File: config.mk
export PLATFORM = sky130hd
export DESIGN_NAME = hilo_div_seq
export DESIGN_NICKNAME = d
export VERILOG_FILES = /design/src/rtl/hilo_div_seq.sv
export SDC_FILE = /design/constraint.sdc
export NUM_CORES = 1
export LEC_CHECK = 0
export BUFFER_PORTS_ARGS = -buffer_cell sky130_fd_sc_hd__buf_4
export CORE_MARGIN = 4
export CORE_UTILIZATION = 52
export DETAILED_ROUTE_END_ITERATION = 8
export PLACE_DENSITY_LB_ADDON = 0.1
export SLEW_MARGIN = 5
export SYNTH_ARGS = -nofsm -noshare
export SYNTH_HDL_FRONTEND = slang
export SYNTH_SLANG_ARGS = --single-unit
export TNS_END_PERCENT = 20
File: constraint.sdc
create_clock -name clk -period 16.1 [get_ports clk]
set_clock_uncertainty 0.1 [all_clocks]
set_input_delay 0.805 -clock clk [delete_from_list [all_inputs] [get_ports clk]]
set_output_delay 0.805 -clock clk [all_outputs]
set_load 0.02 [all_outputs]
File: src/rtl/hilo_div_seq.sv
// Multicycle radix-2 restoring divider for DIV/DIVU in EX: stalls the pipeline while
// iterating, then presents quotient on result_lo and remainder on result_hi with a done strobe.
`timescale 1ns/1ps
module hilo_div_seq #(
  parameter int WIDTH = 32
) (
  input  logic             clk,
  input  logic             reset,
  input  logic             start,
  input  logic             signed_div,
  input  logic             annul,
  input  logic [WIDTH-1:0] dividend,
  input  logic [WIDTH-1:0] divisor,
  output logic             stall_req,
  output logic             done,
  output logic [WIDTH-1:0] result_hi,
  output logic [WIDTH-1:0] result_lo,
  output logic             div_by_zero
);

  localparam int CW = $clog2(WIDTH) + 1;
  localparam logic [CW-1:0] LAST_CNT = CW'(WIDTH - 1);

  typedef enum logic [1:0] {
    IDLE = 2'd0,
    ZERO = 2'd1,
    BUSY = 2'd2,
    DONE = 2'd3
  } state_t;

  state_t           state_r;
  logic [CW-1:0]    cnt_r;
  logic [WIDTH-1:0] rem_r;
  logic [WIDTH-1:0] quo_r;
  logic [WIDTH-1:0] dvsr_r;
  logic             neg_q_r;
  logic             neg_r_r;

  logic             dividend_neg_s;
  logic             divisor_neg_s;
  logic [WIDTH-1:0] dividend_abs_s;
  logic [WIDTH-1:0] divisor_abs_s;
  logic             divisor_zero_s;
  logic [WIDTH:0]   rem_shift_s;
  logic [WIDTH:0]   diff_s;
  logic [WIDTH-1:0] rem_next_s;
  logic [WIDTH-1:0] quo_next_s;
  logic [WIDTH-1:0] lo_fix_s;
  logic [WIDTH-1:0] hi_fix_s;

  // Two's complement negate, wrapping modulo 2^WIDTH (so -MIN stays MIN).
  function automatic logic [WIDTH-1:0] neg2c(input logic [WIDTH-1:0] x);
    return ~x + {{(WIDTH-1){1'b0}}, 1'b1};
  endfunction

  // Operand magnitudes and signs captured when a divide is accepted.
  always_comb begin
    dividend_neg_s = signed_div & dividend[WIDTH-1];
    divisor_neg_s  = signed_div & divisor[WIDTH-1];
    dividend_abs_s = dividend;
    divisor_abs_s  = divisor;
    if (dividend_neg_s) begin
      dividend_abs_s = neg2c(dividend);
    end else begin
      dividend_abs_s = dividend;
    end
    if (divisor_neg_s) begin
      divisor_abs_s = neg2c(divisor);
    end else begin
      divisor_abs_s = divisor;
    end
    divisor_zero_s = (divisor == {WIDTH{1'b0}});
  end

  // One restoring step: the shifted partial remainder is WIDTH+1 bits so the borrow is visible.
  always_comb begin
    rem_shift_s = {rem_r, quo_r[WIDTH-1]};
    diff_s      = rem_shift_s - {1'b0, dvsr_r};
    rem_next_s  = rem_shift_s[WIDTH-1:0];
    quo_next_s  = {quo_r[WIDTH-2:0], 1'b0};
    if (diff_s[WIDTH]) begin
      rem_next_s = rem_shift_s[WIDTH-1:0];
      quo_next_s = {quo_r[WIDTH-2:0], 1'b0};
    end else begin
      rem_next_s = diff_s[WIDTH-1:0];
      quo_next_s = {quo_r[WIDTH-2:0], 1'b1};
    end
    lo_fix_s = quo_next_s;
    hi_fix_s = rem_next_s;
    if (neg_q_r) begin
      lo_fix_s = neg2c(quo_next_s);
    end else begin
      lo_fix_s = quo_next_s;
    end
    if (neg_r_r) begin
      hi_fix_s = neg2c(rem_next_s);
    end else begin
      hi_fix_s = rem_next_s;
    end
  end

  // Stall is combinational so the pipeline freezes in the very cycle the divide is accepted.
  always_comb begin
    stall_req = 1'b0;
    if (annul) begin
      stall_req = 1'b0;
    end else begin
      case (state_r)
        IDLE:    stall_req = start;
        ZERO:    stall_req = 1'b1;
        BUSY:    stall_req = 1'b1;
        DONE:    stall_req = 1'b0;
        default: stall_req = 1'b0;
      endcase
    end
  end

  // Sequencer state, datapath registers and registered result outputs.
  always_ff @(posedge clk or posedge reset) begin
    if (reset) begin
      state_r     <= IDLE;
      cnt_r       <= {CW{1'b0}};
      rem_r       <= {WIDTH{1'b0}};
      quo_r       <= {WIDTH{1'b0}};
      dvsr_r      <= {WIDTH{1'b0}};
      neg_q_r     <= 1'b0;
      neg_r_r     <= 1'b0;
      done        <= 1'b0;
      result_hi   <= {WIDTH{1'b0}};
      result_lo   <= {WIDTH{1'b0}};
      div_by_zero <= 1'b0;
    end else if (annul) begin
      // Flush: drop the divide but keep the last architected result visible.
      state_r <= IDLE;
      done    <= 1'b0;
    end else begin
      case (state_r)
        IDLE: begin
          done <= 1'b0;
          if (start) begin
            dvsr_r      <= divisor_abs_s;
            quo_r       <= dividend_abs_s;
            rem_r       <= {WIDTH{1'b0}};
            cnt_r       <= {CW{1'b0}};
            neg_q_r     <= dividend_neg_s ^ divisor_neg_s;
            neg_r_r     <= dividend_neg_s;
            div_by_zero <= 1'b0;
            state_r     <= divisor_zero_s ? ZERO : BUSY;
          end
        end
        ZERO: begin
          result_hi   <= {WIDTH{1'b0}};
          result_lo   <= {WIDTH{1'b0}};
          div_by_zero <= 1'b1;
          done        <= 1'b1;
          state_r     <= DONE;
        end
        BUSY: begin
          rem_r <= rem_next_s;
          quo_r <= quo_next_s;
          cnt_r <= cnt_r + {{(CW-1){1'b0}}, 1'b1};
          if (cnt_r == LAST_CNT) begin
            result_hi <= hi_fix_s;
            result_lo <= lo_fix_s;
            done      <= 1'b1;
            state_r   <= DONE;
          end
        end
        DONE: begin
          if (!start) begin
            done    <= 1'b0;
            state_r <= IDLE;
          end
        end
        default: begin
          done    <= 1'b0;
          state_r <= IDLE;
        end
      endcase
    end
  end

endmodule
==> metrics.md <==
| Metric | Value |
|---|---|
| Outcome | finished clean |
| Number of global-route vias before repair | 11183 |
| Max Used Layer | met4 |
| Synthesized flop and latch total | around 170 |
| Crit end category | flip-flop |
| Largest net degree at the start of global routing | 74 |
| GRT Residual Overflow | 0 |
| Fillers | 2164 |
| Post-synth cell types | 79 |
| Critical Path Start Type | flip-flop |
| Largest cells by area after synthesis | dfrtp_1 (35%), o21ai_0 (7.0%), nand2_1 (6.4%), xnor2_1 (4.7%), xor2_1 (4.5%) |
| Fmax | 148.3 MHz |
| Worst-margin pin slew | about 950 ps |
| Full die area | approximately 0.026 sq mm |
| Ports | 136 |
| Layout cells sized above 1 | 13.80% |
| Final Hold Fails | 0 |
| # setup viols final | 0 |
| Setup Fix Bufs, Post-CTS | 0 |
| Top-count cell post-synth | nand2_1 |
| H-tree depth | 4 |
| Mean post-synth cell area | 8.219 sq um |
| Mapped Cells | between 1500 and 2000 |
| Gpl congestion | 0.9129 |
| Skew-Pair Late Insertion Delay | 450 ps |
| Fraction of registers with async set/reset | 100.0% |
| WS Path Type | reg -> reg |
| CTS tree | yes |
| Hold-fix buffers at CTS | 0 |
| Iter 0 DRT Violations | just over 1000 |
| Critical path arrival | 6980 ps |
| Routed length on met1 | ~17000 microns |
| Layout net count | 1707 |
| Setup TNS | 0 ps |
| Detailed Route WL | 37030 microns |
| Die height | 162.2 microns |
| Overall fraction of global-route tracks in use | roughly 28% |
| Top_reg_cell synth | dfrtp_1 |
| CTS sink cnt | ~170 |
| Num rows | 56 |
| Core footprint | 0.02340 sq mm |
| Max-cap viol count | 0 |
| Synth Net Count | 1615 |
| CTS root buf | clkbuf_16 |
| Min cycle time layout | 6743 ps |
| N_diodes | 0 |
| Initial antenna violation count | 0 |
| EDFF count, synth | 0 |
| Yosys warnings | 0 |
| Critical path peak fanout | 46 |
| Layout area overhead | 14.90% |
| # port buffers | 135 |
| Via count | around 12000 |
| Clock Tree Buf Depth | 2 |
| Dominant cell type by area after synthesis | dfrtp_1 |
| Num CTS Buffers | 17 |
| Global-route wire length before repair | roughly 60000 microns |
| Yosys top cell area share | 34.82% |
| Die outline width | ~160 microns |
| Post-synth top cells | nand2_1 (211), o21ai_0 (173), dfrtp_1 (172), nor2_1 (94), a21oi_1 (88) |
| Required @ worst endpoint | roughly 16000 ps |
| First drt pass iteration count | 5 |
| Synthesized area | 0.01236 sq mm |
| Starting Density | a little over half |
| Worst Hold Class | in -> async |
| Routed wire length per instance | between 15 and 20 microns |
| Post-synthesis sequential area ratio | 34.82% |
| DRT antenna net count | 0 |
| R2R setup slack | 9360 ps |
| Post-cts sizing count | 0 |
| DRC violations left | 0 |
| Period utilization | 41.88% |
| Slew Limit Fails | 0 |
| Met3 wire length | 2473 microns |
| Unrepaired setup endpoints after global routing | false |
| Relative max-transition margin | 35.93% |
| Placed wire-length estimate | 28110 microns |
| Met2 wire len | 16470 microns |
| DR vias/cell | 6.092 |
| Clock-pin slew on the worst setup and hold paths | around 80 ps |
==> logic make-up after synthesis <==
kind of cell             Yosys count  synth area share, %
flip-flops                       172                34.82
XOR/XNOR                         130                9.211
adder cells (fa/ha/maj)           42                4.312
AND/OR/NAND/NOR                  511                19.53
multiplexers                      37                3.107
AO/OA/AOI/OAI                    481                24.80
buffers and inverters            131                4.221
==> registers in the layout (all words and copies together) (netlist names) <==
register     flops
dvsr_r          32
quo_r           32
rem_r           32
result_hi       32
result_lo       32
cnt_r            6
state_r          2
div_by_zero      1
done             1
neg_q_r          1
neg_r_r          1
==> cells in the final DEF, fill, tap and decap left out, types with 7 or more instances in the layout <==
cell,instances
o21ai_1,22
a21o_1,14
o21ai_0,173
mux2i_1,29
a211o_1,7
o211ai_1,11
ha_1,41
o41ai_1,12
nand4_1,19
xnor2_1,67
a22oi_1,34
o31ai_1,26
clkinv_8,7
a31oi_1,12
nor2_1,94
a21oi_1,88
nand3_1,21
nand2b_1,11
o21a_1,7
inv_1,54
buf_4,147
or4_1,9
dfrtp_1,172
clkbuf_16,17
and3_1,12
or2_2,14
nor3_1,39
nor4_1,26
and2_1,11
a22o_1,11
xor2_1,63
a211oi_1,11
nand2_1,211
or3_1,16
==> critical path, cell delays in order, from the launching register on <==
cell	delay, ps
dfrtp_1	420
inv_1	70
ha_1	170
inv_1	60
fa_1	460
a211oi_2	300
o211ai_2	210
a21oi_4	330
a2111oi_4	140
a211oi_4	710
nand2_4	560
o21ai_0	480
ha_1	230
inv_1	70
a211oi_1	470
nand4_1	230
nor4_1	600
a32oi_1	250
nor4_1	420
mux2i_1	240
nand3_1	90
==> metal layers <==
layer / up-vias / track usage [%]
met1: 5656 / 41.75
li1: 5626 / -
met4: 0 / 7.843
met2: 417 / 43.07
met3: 47 / 3.984
met5: - / 0
==> layout make-up <==
class	instances	area, sq um	share of cell area [%]
timing repair buffer	147	1104	7.770
clock buffer	17	425.4	2.995
multi-input combinational	1201	7547	53.14
tap	319	399.1	2.810
sequential	172	4304	30.30
clock inverter	15	205.2	1.445
inverter	57	219.0	1.542
==> path summary, 6_finish.rpt <==
kind	start	to	cells past startpoint
hold reg to reg	result_hi[17]	result_hi[17]	2
setup / recovery	quo_r[31]	result_hi[30]	20
hold / removal	reset	dvsr_r[22]	2
max in group asynchronous	reset	quo_r[14]	3
setup reg to reg	quo_r[31]	result_hi[30]	20
min in group clk	result_hi[17]	result_hi[17]	2
==> through the flow <==
step / utilization (%) / setup slack (ps) / instance area, sq um / hold slack, ps / instances
final: 60.69 / 9357 / 14200 / 315.0 / 1928
after global routing: 60.69 / 8832 / 14200 / 351.3 / 1928
after CTS: 60.69 / 9535 / 14200 / 338.5 / 1928
after detailed placement: 58.00 / 9637 / 13570 / 371.5 / 1896
after global placement: 58.00 / 9861 / 13570 / 362.9 / 1896
after floorplan: - / 10530 / 12360 / 349.8 / 1504
Power is left out: the tool's default activity adds up to more than one toggle a clock period on the data nets, which glitch-free logic cannot reach.
